**src/rtl/uart_word_arbiter.sv**
```systemverilog
// uart_word_arbiter
//
// Purpose:
//   Arbitrates between NREQ requesters that each want to send one 64-bit
//   word as eight bytes to a shared downstream byte transmitter. The
//   winner's word and byte order are latched at grant time. The bytes are
//   then offered one at a time over a valid/ready handshake. The owner gets
//   a one-cycle done pulse when its eighth byte is accepted.
//
// Configuration:
//   UART_ARB_ROUND_ROBIN_EN - when defined, the winner is chosen round-robin
//   by searching upward from the requester after the last winner. When it is
//   undefined, the lowest-index requester wins (fixed priority).
//
// Ports:
//   clk        - rising-edge clock for all state
//   rst_n      - asynchronous active-low reset
//   req        - per-requester send request, held until its done pulse
//   word       - flattened words, requester i at [64*i+63:64*i]
//   big_endian - 1: byte [63:56] first, 0: byte [7:0] first
//   grant      - one-hot owner of the current transfer, zero when idle
//   done       - one-cycle pulse to the owner on its last accepted byte
//   tx_valid   - byte available to the downstream transmitter
//   tx_data    - byte presented with tx_valid
//   tx_ready   - downstream accepts tx_data when tx_valid is high
//   busy       - high while a word is being sent

module uart_word_arbiter #(
    parameter int NREQ = 4
) (
    input  logic               clk,
    input  logic               rst_n,
    input  logic [NREQ-1:0]    req,
    input  logic [NREQ*64-1:0] word,
    input  logic               big_endian,
    output logic [NREQ-1:0]    grant,
    output logic [NREQ-1:0]    done,
    output logic               tx_valid,
    output logic [7:0]         tx_data,
    input  logic               tx_ready,
    output logic               busy
);

    localparam int IDXW = (NREQ > 1) ? $clog2(NREQ) : 1;

    typedef enum logic {
        IDLE = 1'b0,
        SEND = 1'b1
    } state_t;

    state_t          state, state_next;
    logic [2:0]      count, count_next;
    logic [NREQ-1:0] grant_q, grant_next;
    logic [NREQ-1:0] done_q, done_next;
    logic [63:0]     word_q, word_next;
    logic            big_q, big_next;

    logic            win_found;
    logic [IDXW-1:0] win_idx;
    logic [63:0]     win_word;
    logic [2:0]      byte_sel;

`ifdef UART_ARB_ROUND_ROBIN_EN
    logic [IDXW-1:0] last_q, last_next;
`endif

    // Winner selection. Both loops scan from the lowest-priority candidate
    // to the highest, so the last match that gets written is the winner.
    always_comb begin
        win_found = 1'b0;
        win_idx   = '0;
        win_word  = '0;
`ifdef UART_ARB_ROUND_ROBIN_EN
        for (int k = NREQ; k >= 1; k--) begin
            int cand;
            cand = (int'(last_q) + k) % NREQ;
            if (req[cand]) begin
                win_found = 1'b1;
                win_idx   = IDXW'(cand);
            end
        end
`else
        for (int i = NREQ - 1; i >= 0; i--) begin
            if (req[i]) begin
                win_found = 1'b1;
                win_idx   = IDXW'(i);
            end
        end
`endif
        win_word = word[64*int'(win_idx) +: 64];
    end

    // Next-state logic. A grant is held off while done is still high, so
    // there is always at least one idle cycle between two words.
    always_comb begin
        state_next = state;
        count_next = count;
        grant_next = grant_q;
        done_next  = '0;
        word_next  = word_q;
        big_next   = big_q;
`ifdef UART_ARB_ROUND_ROBIN_EN
        last_next  = last_q;
`endif
        case (state)
            IDLE: begin
                if ((done_q == '0) && win_found) begin
                    state_next = SEND;
                    count_next = 3'd0;
                    grant_next = NREQ'(1) << win_idx;
                    word_next  = win_word;
                    big_next   = big_endian;
`ifdef UART_ARB_ROUND_ROBIN_EN
                    last_next  = win_idx;
`endif
                end
            end
            SEND: begin
                if (tx_ready) begin
                    if (count == 3'd7) begin
                        state_next = IDLE;
                        count_next = 3'd0;
                        done_next  = grant_q;
                        grant_next = '0;
                    end else begin
                        count_next = count + 3'd1;
                    end
                end
            end
            default: begin
                state_next = IDLE;
            end
        endcase
    end

    // State register. Reset drops any partial word without a done pulse.
    always_ff @(posedge clk or negedge rst_n) begin
        if (!rst_n) begin
            state   <= IDLE;
            count   <= 3'd0;
            grant_q <= '0;
            done_q  <= '0;
            word_q  <= '0;
            big_q   <= 1'b0;
`ifdef UART_ARB_ROUND_ROBIN_EN
            last_q  <= IDXW'(NREQ - 1);
`endif
        end else begin
            state   <= state_next;
            count   <= count_next;
            grant_q <= grant_next;
            done_q  <= done_next;
            word_q  <= word_next;
            big_q   <= big_next;
`ifdef UART_ARB_ROUND_ROBIN_EN
            last_q  <= last_next;
`endif
        end
    end

    // The outputs come straight from registers. tx_data is forced to zero
    // while idle so that the stale latched word is never visible.
    assign byte_sel = big_q ? (3'd7 - count) : count;
    assign busy     = (state == SEND);
    assign tx_valid = busy;
    assign tx_data  = busy ? word_q[{byte_sel, 3'b000} +: 8] : 8'h00;
    assign grant    = grant_q;
    assign done     = done_q;

endmodule

```
**config.mk**
```make
export PLATFORM = sky130hd
export DESIGN_NAME = uart_word_arbiter
export DESIGN_NICKNAME = d
export VERILOG_FILES = /design/src/rtl/uart_word_arbiter.sv
export SDC_FILE = /design/constraint.sdc
export NUM_CORES = 1
export LEC_CHECK = 0
export ABC_AREA = 1
export ABC_CLOCK_PERIOD_IN_PS = 1500
export BUFFER_PORTS_ARGS = -buffer_cell sky130_fd_sc_hd__buf_4
export CAP_MARGIN = 20
export CORE_AREA = 2 2 101 152
export CTS_CLUSTER_DIAMETER = 60
export DETAILED_ROUTE_END_ITERATION = 7
export DIE_AREA = 0 0 103 154
export GPL_TIMING_DRIVEN = 0
export PLACE_DENSITY = 0.78
export SYNTH_ARGS = -nofsm -noshare
export SYNTH_HDL_FRONTEND = slang
export SYNTH_SLANG_ARGS = --single-unit
```
**constraint.sdc**
```tcl
create_clock -name clk -period 1.5 [get_ports clk]
set_clock_uncertainty 0.15 [all_clocks]
set_input_delay 0.225 -clock clk [delete_from_list [all_inputs] [get_ports clk]]
set_output_delay 0.225 -clock clk [all_outputs]
set_load 0.01 [all_outputs]
```
# --- Word-level counts from Yosys, hierarchy flattened ---
# Cells that the tools add are included.
classes:
  addsub: 2
  eq_ne: 4
  shift: 3
  muxes: 25
  bitwise_logic: 1
  reduce_logical: 5
ops:
  columns: ["op", "count"]
  rows:
  - ["256-bit by 9-bit variable part select with 64-bit output", 1]
  - ["64-bit by 7-bit variable part select with 8-bit output", 1]
  - ["4-bit 2-to-1 mux", 6]
  - ["3-bit 2-to-1 mux", 4]
  - ["2-bit 2-to-1 mux", 4]
  - ["8-bit 2-to-1 mux", 1]
  - ["4-bit one-hot mux with 2 select lines", 1]
  - ["1-bit 2-to-1 mux", 7]
  - ["3-bit one-hot mux with 2 select lines", 1]
  - ["4-bit logical NOT", 1]
  - ["2-bit != test, second input constant", 2]
  - ["2-bit AND reduction", 2]
  - ["1-bit by 2-bit << shifter with 4-bit output, first input constant", 1]
  - ["3-bit by 1-bit adder with 3-bit output, second input constant", 1]
  - ["3-bit == test, second input constant", 1]
  - ["3-bit AND reduction", 1]
  - ["3-bit subtractor, first input constant", 1]
  - ["2-bit by 1-bit != test with 1-bit output, second input constant", 1]
  - ["1-bit one-hot mux with 2 select lines", 1]
  - ["1-bit logical AND", 1]
  - ["1-bit inverter", 1]
word_totals:
  reg_bits: 77
  input_bits: 264
  output_inout_bits: 18
  word_cells: 46

# --- Logic depth before layout (Yosys ltp) ---
# Gate-level depths: netlist (run 1).
depth:
  depth_word: 7
  ltp_mapped: 10
  ltp_nobuf: 8

# --- Least setup slack after synthesis (run 1) ---
# OpenSTA, ideal clock, no wires.
synth_timing:
  path_kind: "reg-to-output"
  from: "register big_q"
  to: "output port tx_data[5]"
  arrival_ns: 1.370
  required_time_ns: 1.125
  setup_slack_ns: -0.245
  stages_incl_launch_ff: 8
  n_path_buf: 2
  path_cell_list: "dfrtp_1 buf_4 xnor2_2 buf_2 nand3_1 nand3_1 nand2_1 nor2_1"
synth_between:
  elab_chain_len: 3
synth_rtl:
  columns: ["element", "line_no", "text"]
  rows:
  - ["start: declaration", "56", "logic big_q, big_next;"]
  - ["start signal: assignment", "154", "big_q <= big_next;"]
  - ["3-bit 2-to-1 mux", "163", "assign byte_sel = big_q ? (3'd7 - count) : count;"]
  - ["64-bit by 7-bit variable part select with 8-bit output", "166", "assign tx_data = busy ? word_q[{byte_sel, 3'b000} +: 8] : 8'h00;"]
  - ["8-bit 2-to-1 mux", "166", null]
  - ["end: declaration", "39", "output logic [7:0] tx_data,"]
# No other way between the ends.

# --- Worst setup path in the final report (run 1) ---
layout_timing:
  from: "register big_q"
  to: "output port tx_data[2]"
# The elaborated chain is that of the path after synthesis.

==> results of run 1 <==
==> power groups by stage <==
stage / clock, W / combinational, W / sequential, W
6_report: 0.00196 / 0.0107 / 0.00377
5_1_grt: 0.00206 / 0.0116 / 0.00386
3_5_place_dp: 0 / 0.00780 / 0.00372
3_3_place_gp: 0 / 0.00766 / 0.00370
4_1_cts: 0.00197 / 0.00894 / 0.00372
2_1_floorplan: 0 / 0.00520 / 0.00354
==> per-layer routing <==
layer / GRT usage, % / wire, µm / vias up
li1: - / - / 4044
met5: 0 / 0 / -
met3: 2.64 / 927 / 81
met4: 15.4 / 1210 / 0
met1: 33.0 / 8940 / 3769
met2: 55.2 / 13600 / 284
==> critical path, cell delays in order (launching register included) <==
cell and delay, ns:
dfrtp_1 0.37, buf_12 0.18, inv_8 0.06, nand2_8 0.09, nand2_8 0.08, clkbuf_16 0.16
nand2_1 0.06, nand3_2 0.07, nand3_2 0.06, nand2_1 0.08, nor2_2 0.15, buf_6 0.12
==> cell type report <==
type                    instances  area share (%)
multi-input cells             763            39.5
repair buffers                321            25.2
flip-flops and latches         77            18.7
inverters                     179            6.64
plain buffers                  69            5.10
clock buffers                  13            2.42
well taps                     196            2.37
clock inverters                 2          0.0968
==> placed cells by master (no fill, tap or decap), types with 21 or more instances in the layout <==
cell type and n:
a21oi_1 45, buf_2 29, buf_4 297, buf_6 24, dfrtp_1 74, inv_1 176
nand2_1 232, nand3_1 226, nand3_2 21, nor2_1 85, nor2_2 63, nor2_4 21
==> registers in the layout, summed over array words and instances, names as in the netlist <==
name / flops
word_q: 64
busy: 1
big_q: 1
count: 3
grant: 4
done: 4
==> stage by stage <==
stage          setup TNS [ns]  util (%)  total power, W  setup WS (ns)
2_1_floorplan           -1.02         -         0.00874         -0.109
3_3_place_gp           -36.65      61.3          0.0114         -0.534
3_5_place_dp           -37.11      61.3          0.0115         -0.599
4_1_cts                -15.30      67.7          0.0146         -0.710
5_1_grt                -25.29      71.5          0.0176         -0.790
6_report               -20.28      71.5          0.0165         -0.693
==> synth_stat cells <==
cell and number:
o21ai_1 4, buf_2 39, nand3_1 248, xnor2_2 2
inv_1 177, nand4_2 1, a21oi_1 64, or2_2 1
buf_4 6, ha_1 2, a22oi_1 1, o22ai_1 1
nor2_2 1, dfrtp_1 77, nand2_2 5, o21ai_0 10
clkbuf_1 17, nand2_1 246, inv_2 2, xor2_2 1
nor2_1 168, buf_1 10, nand3b_1 8
==> worst max-delay path by stage <==
stage,end,slack [ns],start,cells past startpoint
2_1_floorplan,tx_data[3],-0.11,big_q$_DFFE_PN0P_,7
3_3_place_gp,grant[0]$_DFFE_PN0P_,-0.53,req[0],9
3_5_place_dp,word_q[27]$_DFFE_PN0P_,-0.60,busy$_DFF_PN0_,7
4_1_cts,tx_data[0],-0.71,big_q$_DFFE_PN0P_,11
5_1_grt,tx_data[5],-0.79,big_q$_DFFE_PN0P_,11
6_report,tx_data[2],-0.69,big_q$_DFFE_PN0P_,11
==> logic make-up after synthesis <==
kind of cell             count (synthesis)  share of synthesized area [%]
buffers and inverters                  251                           16.0
flip-flops                              77                           30.4
adder cells (fa/ha/maj)                  2                          0.395
AO/OA/AOI/OAI                           80                           6.38
AND/OR/NAND/NOR                        678                           46.0
XOR/XNOR                                 3                          0.771
==> timing repair <==
item	in CTS	in global routing
setup buffers	19	11
setup endpoints to repair	82	87
pin swaps	13	17
resized for setup	120	121
gates cloned	7	3
endpoints found under the hold margin	78	1
==> results.toml, run 1 <==
[route]
via_per_inst = 5.05
wl_per_cell_um = 15.2
num_vias = 8178
drt-initial-drc-count = 437
drtPass1Iterations = 6
drc = 0
postRouteWirelength_um = 24700
postRouteAntennaNets = 0

[synth]
synth.distinct_cells = 23
synth_area_leader_cell = "dfrtp_1"
yosysWarnings = 0
postSynthNetCount = 1357
ys_seq_elements = 77
synth_area_per_cell_um2 = 5.80
ys_seq_area_share_pct = 30.4
synth_top_area_share_pct = 30.4
synth_cells = 1091
yosys-top-cells-area = "dfrtp_1 (30%), nand3_1 (20%), nand2_1 (15%)"
syn_area_um2 = 6330

[sta]
fin_ws_ns = -0.693
min_period_ns = 2.19
whs_ns = -0.103
slew_viol_final = 0
relSlewSlack_pct = 34.0
setup_viol = 87
finalCritPeriodShare_pct = 146
clock.fmax_ghz = 0.456
hold_violations = 77
tightest_slew_ns = 0.989
grt_setup_unrepaired = "yes"

[power_and_ir_drop]
pwr-share-clk_pct = 11.9
switching_share_pct = 44.0
combPwrFrac_pct = 65.2
p_leak_nw = 5.84
pwr-share-seq_pct = 22.9
netSwitchingPower_w = 0.00724
peakVddDrop_mv = 1.20
p_int_w = 0.00923
power_density_nw_per_um2 = 1590

[placed_design]
gp_congestion = 0.891
dp.cells = 1568
dpl_cell_area_um2 = 8870
dp_hpwl_um = 18300
port_buffers = 281

[floorplanning]
ioPinCount = 282
core_area_um2 = 14500
row_count = 54
die-area_um2 = 15900
die_h_um = 154
initial_core_util_pct = 43.8
die_w_um = 103

[cts]
clock_latency_ns = 0.34
cts.sinks = 77
path_clk_slew_ns = 0.06
clk_path_buf_depth = 2
cts_tree = "built"
root_buffer = "clkbuf_16"
hold_buffers = 1
htree_levels = 3
numCtsBuffers = 9

[run_status]
status = "finished with violations"
violations = "hold timing, setup timing"

[worst_setup_path]
r2r-start = "count[0]$_DFFE_PN0P_"
crit_fanout = 8
crit_arrival_ns = 1.82
worstPathRequired_ns = 1.12
reg2regPathDepth = 6
path_class = "reg -> out"
ff2ff_setup_slack_ns = -0.32
r2r_end = "count[0]$_DFFE_PN0P_"
end_kind = "output pin"
start_kind = "flop"

[layout]
final_nets = 1686
final_area_um2 = 10300
final.fill_count = 1252
drive_above_1_share_pct = 38.3
multi_input_area_um2 = 4080
seqCellArea_um2 = 1930
instances_no_fill = 1620
diodes = 0
areaGrowthSynthToFinish_pct = 63.3

[global_routing]
grt_max_degree = 78
grt_overflow = 0
grt_usage_pct = 29.9
grt_pass1_vias = 7949
grt_antenna_before_repair = 0
grt_pass1_wl_um = 37200

[run]
cap_violations = 0

[hold_path]
hold_path.class = "in -> async"
No activity file was read; power rests on OpenSTA's default activity.
==> run 2, diff against run 1 <==
Settings changed: ABC_CLOCK_PERIOD_IN_PS 1500 to 1800, TNS_END_PERCENT set to 30.
Clock period 1.5 ns to 1.8 ns, I/O delays scaled along.
==> run 2 against run 1 <==
Effect of this change: the run ends with setup timing left; largest cell class unchanged; routed wire length fell by 2.9%; sequential power fell by 18%; combinational power fell by 27%; sequential share of layout area rose by 1.3 points; sequential cell count did not move; die area did not move; clock power rose by 16%; worst hold slack improved by 0.14 ns; cell area fell by 6.6%; register-to-register slack improved by 0.37 ns.
==> results.toml, run 2 (same netlist as run 1, synthesis figures left out) <==
[sta]
hold_violations = 0
tightest_slew_ns = 1.01
grt_setup_unrepaired = "yes"
relSlewSlack_pct = 32.7
setup_viol = 8
finalCritPeriodShare_pct = 126
fin_ws_ns = -0.469
slew_viol_final = 0
clock.fmax_ghz = 0.441
min_period_ns = 2.27
whs_ns = 0.0418

[layout]
largest_register_ffs = 64
instances_no_fill = 1603
final_area_um2 = 9660
largest-register = "word_q"
areaGrowthSynthToFinish_pct = 52.6
drive_above_1_share_pct = 30.3
diodes = 0
layout_common_cells = "buf_4 (294), nand2_1 (233), nand3_1 (229), inv_1 (176), nor2_1 (160)"
final_nets = 1668
final_common_cell = "buf_4"

[power_and_ir_drop]
peakVddDrop_mv = 0.914
netSwitchingPower_w = 0.00565
pwr-share-seq_pct = 23.6
p_int_w = 0.00751
pwr-share-clk_pct = 17.3
power_density_nw_per_um2 = 1360
combPwrFrac_pct = 59.2
p_leak_nw = 5.71
switching_share_pct = 43.0

[cts]
cts.sinks = 77
clock_latency_ns = 0.35
path_clk_slew_ns = 0.06
cts_tree = "built"
htree_levels = 3
clk_path_buf_depth = 2
numCtsBuffers = 9
root_buffer = "clkbuf_16"

[global_routing]
grt_usage_pct = 29.5
grt_max_degree = 78
grt_overflow = 0
grt_pass1_wl_um = 36900
grt_antenna_before_repair = 0
grt_pass1_vias = 7755

[worst_setup_path]
critPathBufInv = 3
crit_fanout = 6
path_cells = "buf_12 -> xor2_4 -> buf_6 -> nand3_2 -> nand3_2 -> nand2_1 -> nor2_1 -> buf_4"
path_common_cell = "nand3_2"
path_class = "reg -> out"
crit_arrival_ns = 1.85
end_kind = "output pin"
start_kind = "flop"
worstPathRequired_ns = 1.38
ff2ff_setup_slack_ns = 0.05
critical_path.top_delay_family = "buffers and inverters"
slowest_stage = "dfrtp_1"
max_stage_delay_ns = 0.39

[route]
drtPass1Iterations = 5
num_vias = 8000
wl_per_cell_um = 14.9
drc = 0
postRouteWirelength_um = 23900
drt-initial-drc-count = 444
via_per_inst = 4.99
postRouteAntennaNets = 0

[run_status]
status = "finished with violations"
violations = "setup timing"

[run]
cap_violations = 0

[hold_path]
hold_path.class = "in -> reg"

[floorplanning]
initial_core_util_pct = 43.8
die_w_um = 103
ioPinCount = 282
die-area_um2 = 15900
die_h_um = 154
core_area_um2 = 14500
row_count = 54

[placed_design]
port_buffers = 281
dpl_cell_area_um2 = 8680
dp_hpwl_um = 18000
pre_cts_ws_ns = -0.365
gp_congestion = 0.904
dp.cells = 1568
==> run 2: worst min-delay path, delay by kind of cell <==
family                 cells  cell delay [ns]
AND/OR/NAND/NOR            2             0.13
buffers and inverters      1             0.11
==> run 2: timing repair <==
item | 4_1_cts | 5_1_grt
buffers inserted | 11 | 4
hold buffers | 2 | 0
cloned | 2 | 0
endpoints found under the setup margin | 77 | 66
pin swaps | 19 | 3
hold endpoints to repair | 78 | 0
gates resized for setup | 69 | 53
==> run 2: final cells by class <==
| class | instances | area [µm²] |
|---|---|---|
| buffer | 72 | 422 |
| tap | 196 | 245 |
| multi-input combinational | 763 | 3690 |
| clock inverter | 7 | 146 |
| timing repair buffer | 300 | 2310 |
| sequential | 77 | 1930 |
| fill | 1382 | 4800 |
| inverter | 179 | 687 |
| clock buffer | 9 | 225 |
==> run 2: worst paths after layout <==
path / from / cells past startpoint / endpoint
hold reg to reg: word_q[19]$_DFFE_PN0P_ / 2 / word_q[19]$_DFFE_PN0P_
min in group asynchronous: rst_n / 2 / word_q[40]$_DFFE_PN0P_
max in group asynchronous: rst_n / 2 / busy$_DFF_PN0_
setup reg to reg: count[0]$_DFFE_PN0P_ / 5 / count[0]$_DFFE_PN0P_
setup / recovery: big_q$_DFFE_PN0P_ / 8 / tx_data[6]
hold / removal: tx_ready / 3 / count[2]$_DFFE_PN0P_
==> run 2: metrics by stage <==
step	setup TNS (ns)	util (%)	total power, W
after detailed placement	-22.50	60.1	0.00893
after floorplan	0	-	0.00666
after global placement	-19.23	60.1	0.00883
after CTS	-3.14	65.5	0.0125
final	-3.46	66.8	0.0132
after global routing	-4.12	66.8	0.0140
==> run 2: power by group through the flow <==
stage          Sequential, W  Combinational (W)  Clock (W)
2_1_floorplan        0.00289            0.00377          0
3_3_place_gp         0.00304            0.00579          0
3_5_place_dp         0.00306            0.00588          0
4_1_cts              0.00309            0.00713    0.00227
5_1_grt              0.00318            0.00850    0.00236
6_report             0.00310            0.00779    0.00228
==> run 2: routing by layer <==
metal	part of all wire (%)	GRT usage, %	wire length, µm
met3	4.6	3.86	1100
met2	55	56.0	13200
met4	3.1	10.2	738
met1	37	32.5	8920
met5	0	0	0
==> run 3, diff against run 2 <==
Settings changed: ABC_AREA 1 to not set, CORE_AREA 2 2 101 152 to 2 2 102 153, DIE_AREA 0 0 103 154 to 0 0 104 155, PLACE_DENSITY 0.78 to 0.77.
==> run 3 against run 2 <==
Effect of this change: the run still ends with setup timing left; core utilization shrank 2.7 points; sequential share of layout area rose by 0.29 points; register-to-register slack got worse by 0.07 ns.
==> results.toml, run 3 <==
[worst_setup_path]
worstPathRequired_ns = 1.38
path_cells = "inv_1 -> clkbuf_4 -> clkbuf_8 -> nor4_2 -> buf_4"
max_stage_delay_ns = 0.45
slowest_stage = "dfrtp_2"
start_kind = "flop"
path_class = "reg -> out"
crit_arrival_ns = 1.90
crit_fanout = 10
end_kind = "output pin"

[synth]
synth.distinct_cells = 32
synth_fa_ha_area_share_pct = 0.394
synth_top_area_share_pct = 30.3
postSynth.asyncResetShare_pct = 100
yosysWarnings = 0
synth_mux_area_share_pct = 11.8
yosys-top-cells-area = "dfrtp_1 (30%), a31oi_1 (13%), a221o_1 (10%)"
ys_seq_area_share_pct = 30.3
synth_edf_count = 0
synth_area_leader_cell = "dfrtp_1"
ys_seq_elements = 77
synth_area_per_cell_um2 = 8.51
synth_ff_type = "dfrtp_1"
synth_compound_area_share_pct = 35.9
synth_common_cells = "a31oi_1 (128), dfrtp_1 (77), clkbuf_1 (74)"
yosys.area_share.simple_pct = 11.2
synth_cells = 747
yosys.cell_count.top_type = "a31oi_1"
syn_area_um2 = 6350
synth_top_family_by_area = "compound AO/OA/AOI/OAI gates"
synth_xor_area_share_pct = 0
postSynthNetCount = 1013

[cts]
cts_tree = "built"
clock_latency_ns = 0.34
htree_levels = 3
path_clk_slew_ns = 0.06
root_buffer = "clkbuf_16"
clk_path_buf_depth = 2
cts.sinks = 77
numCtsBuffers = 9

[route]
drc = 0
postRouteWirelength_um = 25500
drtPass1Iterations = 5
drt-initial-drc-count = 528
postRouteAntennaNets = 0
wl_per_cell_um = 20.4
via_per_inst = 6.15
num_vias = 7687

[sta]
fin_ws_ns = -0.522
hold_violations = 0
min_period_ns = 2.32
finalCritPeriodShare_pct = 129
setup_viol = 16
clock.fmax_ghz = 0.431
grt_setup_unrepaired = "yes"
tightest_slew_ns = 1.02
slew_viol_final = 0
relSlewSlack_pct = 31.8

[power_and_ir_drop]
p_int_w = 0.00753
p_leak_nw = 4.11
peakVddDrop_mv = 0.626
pwr-share-seq_pct = 28.5
power_density_nw_per_um2 = 1310
pwr-share-clk_pct = 14.4
netSwitchingPower_w = 0.00492
switching_share_pct = 39.5
combPwrFrac_pct = 57.1

[layout]
largest_register_ffs = 64
layout_common_cells = "buf_4 (289), a31oi_1 (124), dfrtp_1 (74), o21ai_0 (67)"
final_area_um2 = 9520
final_common_cell = "buf_4"
largest-register = "word_q"
final_nets = 1313
areaGrowthSynthToFinish_pct = 49.8
diodes = 0
drive_above_1_share_pct = 41.5
final.fill_count = 1368

[global_routing]
grt_overflow = 0
grt_antenna_before_repair = 0
grt_usage_pct = 29.8
grt_max_degree = 78
grt_pass1_wl_um = 38200
grt_pass1_vias = 7463

[run_status]
violations = "setup timing"
status = "finished with violations"

[run]
cap_violations = 0

[placed_design]
gp_congestion = 0.917
dp_hpwl_um = 19200
dpl_cell_area_um2 = 8770
pre_cts_ws_ns = -0.685
port_buffers = 280

[floorplanning]
initial_core_util_pct = 42.8
core_area_um2 = 14900
ioPinCount = 282
row_count = 55
die-area_um2 = 16100
die_w_um = 104
die_h_um = 155

[hold_path]
hold_path.class = "in -> reg"
run 3: logic make-up (layout without fill, tap and decap cells):
logic type	count (synthesis)	count (layout)
compound gates	351	351
fa+ha+maj	2	2
buf+inv	163	467
flops	77	77
mux	51	51
simple gates	103	103
run 3: cell type report:
| class | instances | area (µm²) | share of cell area (%) |
|---|---|---|---|
| multi-input cells | 507 | 3970 | 41.7 |
| repair buffers | 294 | 2300 | 24.2 |
| flip-flops and latches | 77 | 1930 | 20.3 |
| plain buffers | 93 | 544 | 5.72 |
| well taps | 199 | 249 | 2.62 |
| inverters | 65 | 244 | 2.56 |
| clock buffers | 10 | 229 | 2.41 |
| clock inverters | 5 | 52.6 | 0.552 |
run 3: final timing paths:
path	from	endpoint	slack, ns	depth (start not counted)
setup / recovery	busy$_DFF_PN0_	tx_data[0]	-0.52	5
hold / removal	big_endian	big_q$_DFFE_PN0P_	0.02	2
hold reg to reg	grant[2]$_DFFE_PN0P_	done[2]$_DFF_PN0_	0.39	1
min in group asynchronous	rst_n	grant[1]$_DFFE_PN0P_	0.48	2
setup reg to reg	done[1]$_DFF_PN0_	word_q[26]$_DFFE_PN0P_	-0.02	5
max in group asynchronous	rst_n	count[0]$_DFFE_PN0P_	0.29	2
run 3: what timing repair did:
item	CTS	global route
resized for setup	52	60
pin swaps	8	3
cloned	0	5
hold buffers	1	0
setup endpoints to repair	81	67
endpoints found under the hold margin	77	0
buffers inserted	5	3
run 3: per-layer routing:
layer	track usage, %	part of all wire, %
met2	56.0	54
met3	4.78	6.1
met5	0	0
met1	33.8	37
met4	11.0	3.6
run 3: stage by stage:
stage | hold slack, ns | total power [W] | util [%] | cells | TNS, ns
after global placement | 0.332 | 0.00947 | 59.0 | 1226 | -54.03
after floorplan | -0.176 | 0.00737 | - | 747 | -0.322
final | 0.0207 | 0.0125 | 64.0 | 1250 | -4.08
after CTS | 0.0128 | 0.0118 | 62.3 | 1242 | -3.90
after detailed placement | 0.334 | 0.00964 | 59.0 | 1226 | -39.86
after global routing | 0.0122 | 0.0131 | 64.0 | 1250 | -5.58
run 3: worst max-delay path, delay by kind of cell, from the launching register on:
kind	cells	cell delay [ns]
buffers and inverters	4	0.74
flip-flops	1	0.45
AND/OR/NAND/NOR	1	0.36
run 3: power by group through the flow:
stage | Combinational (W) | Sequential [W] | Clock (W)
floorplan | 0.00432 | 0.00306 | 0
global placement | 0.00604 | 0.00343 | 0
detailed placement | 0.00617 | 0.00347 | 0
CTS | 0.00653 | 0.00347 | 0.00178
global route | 0.00764 | 0.00359 | 0.00186
finish | 0.00711 | 0.00355 | 0.00179
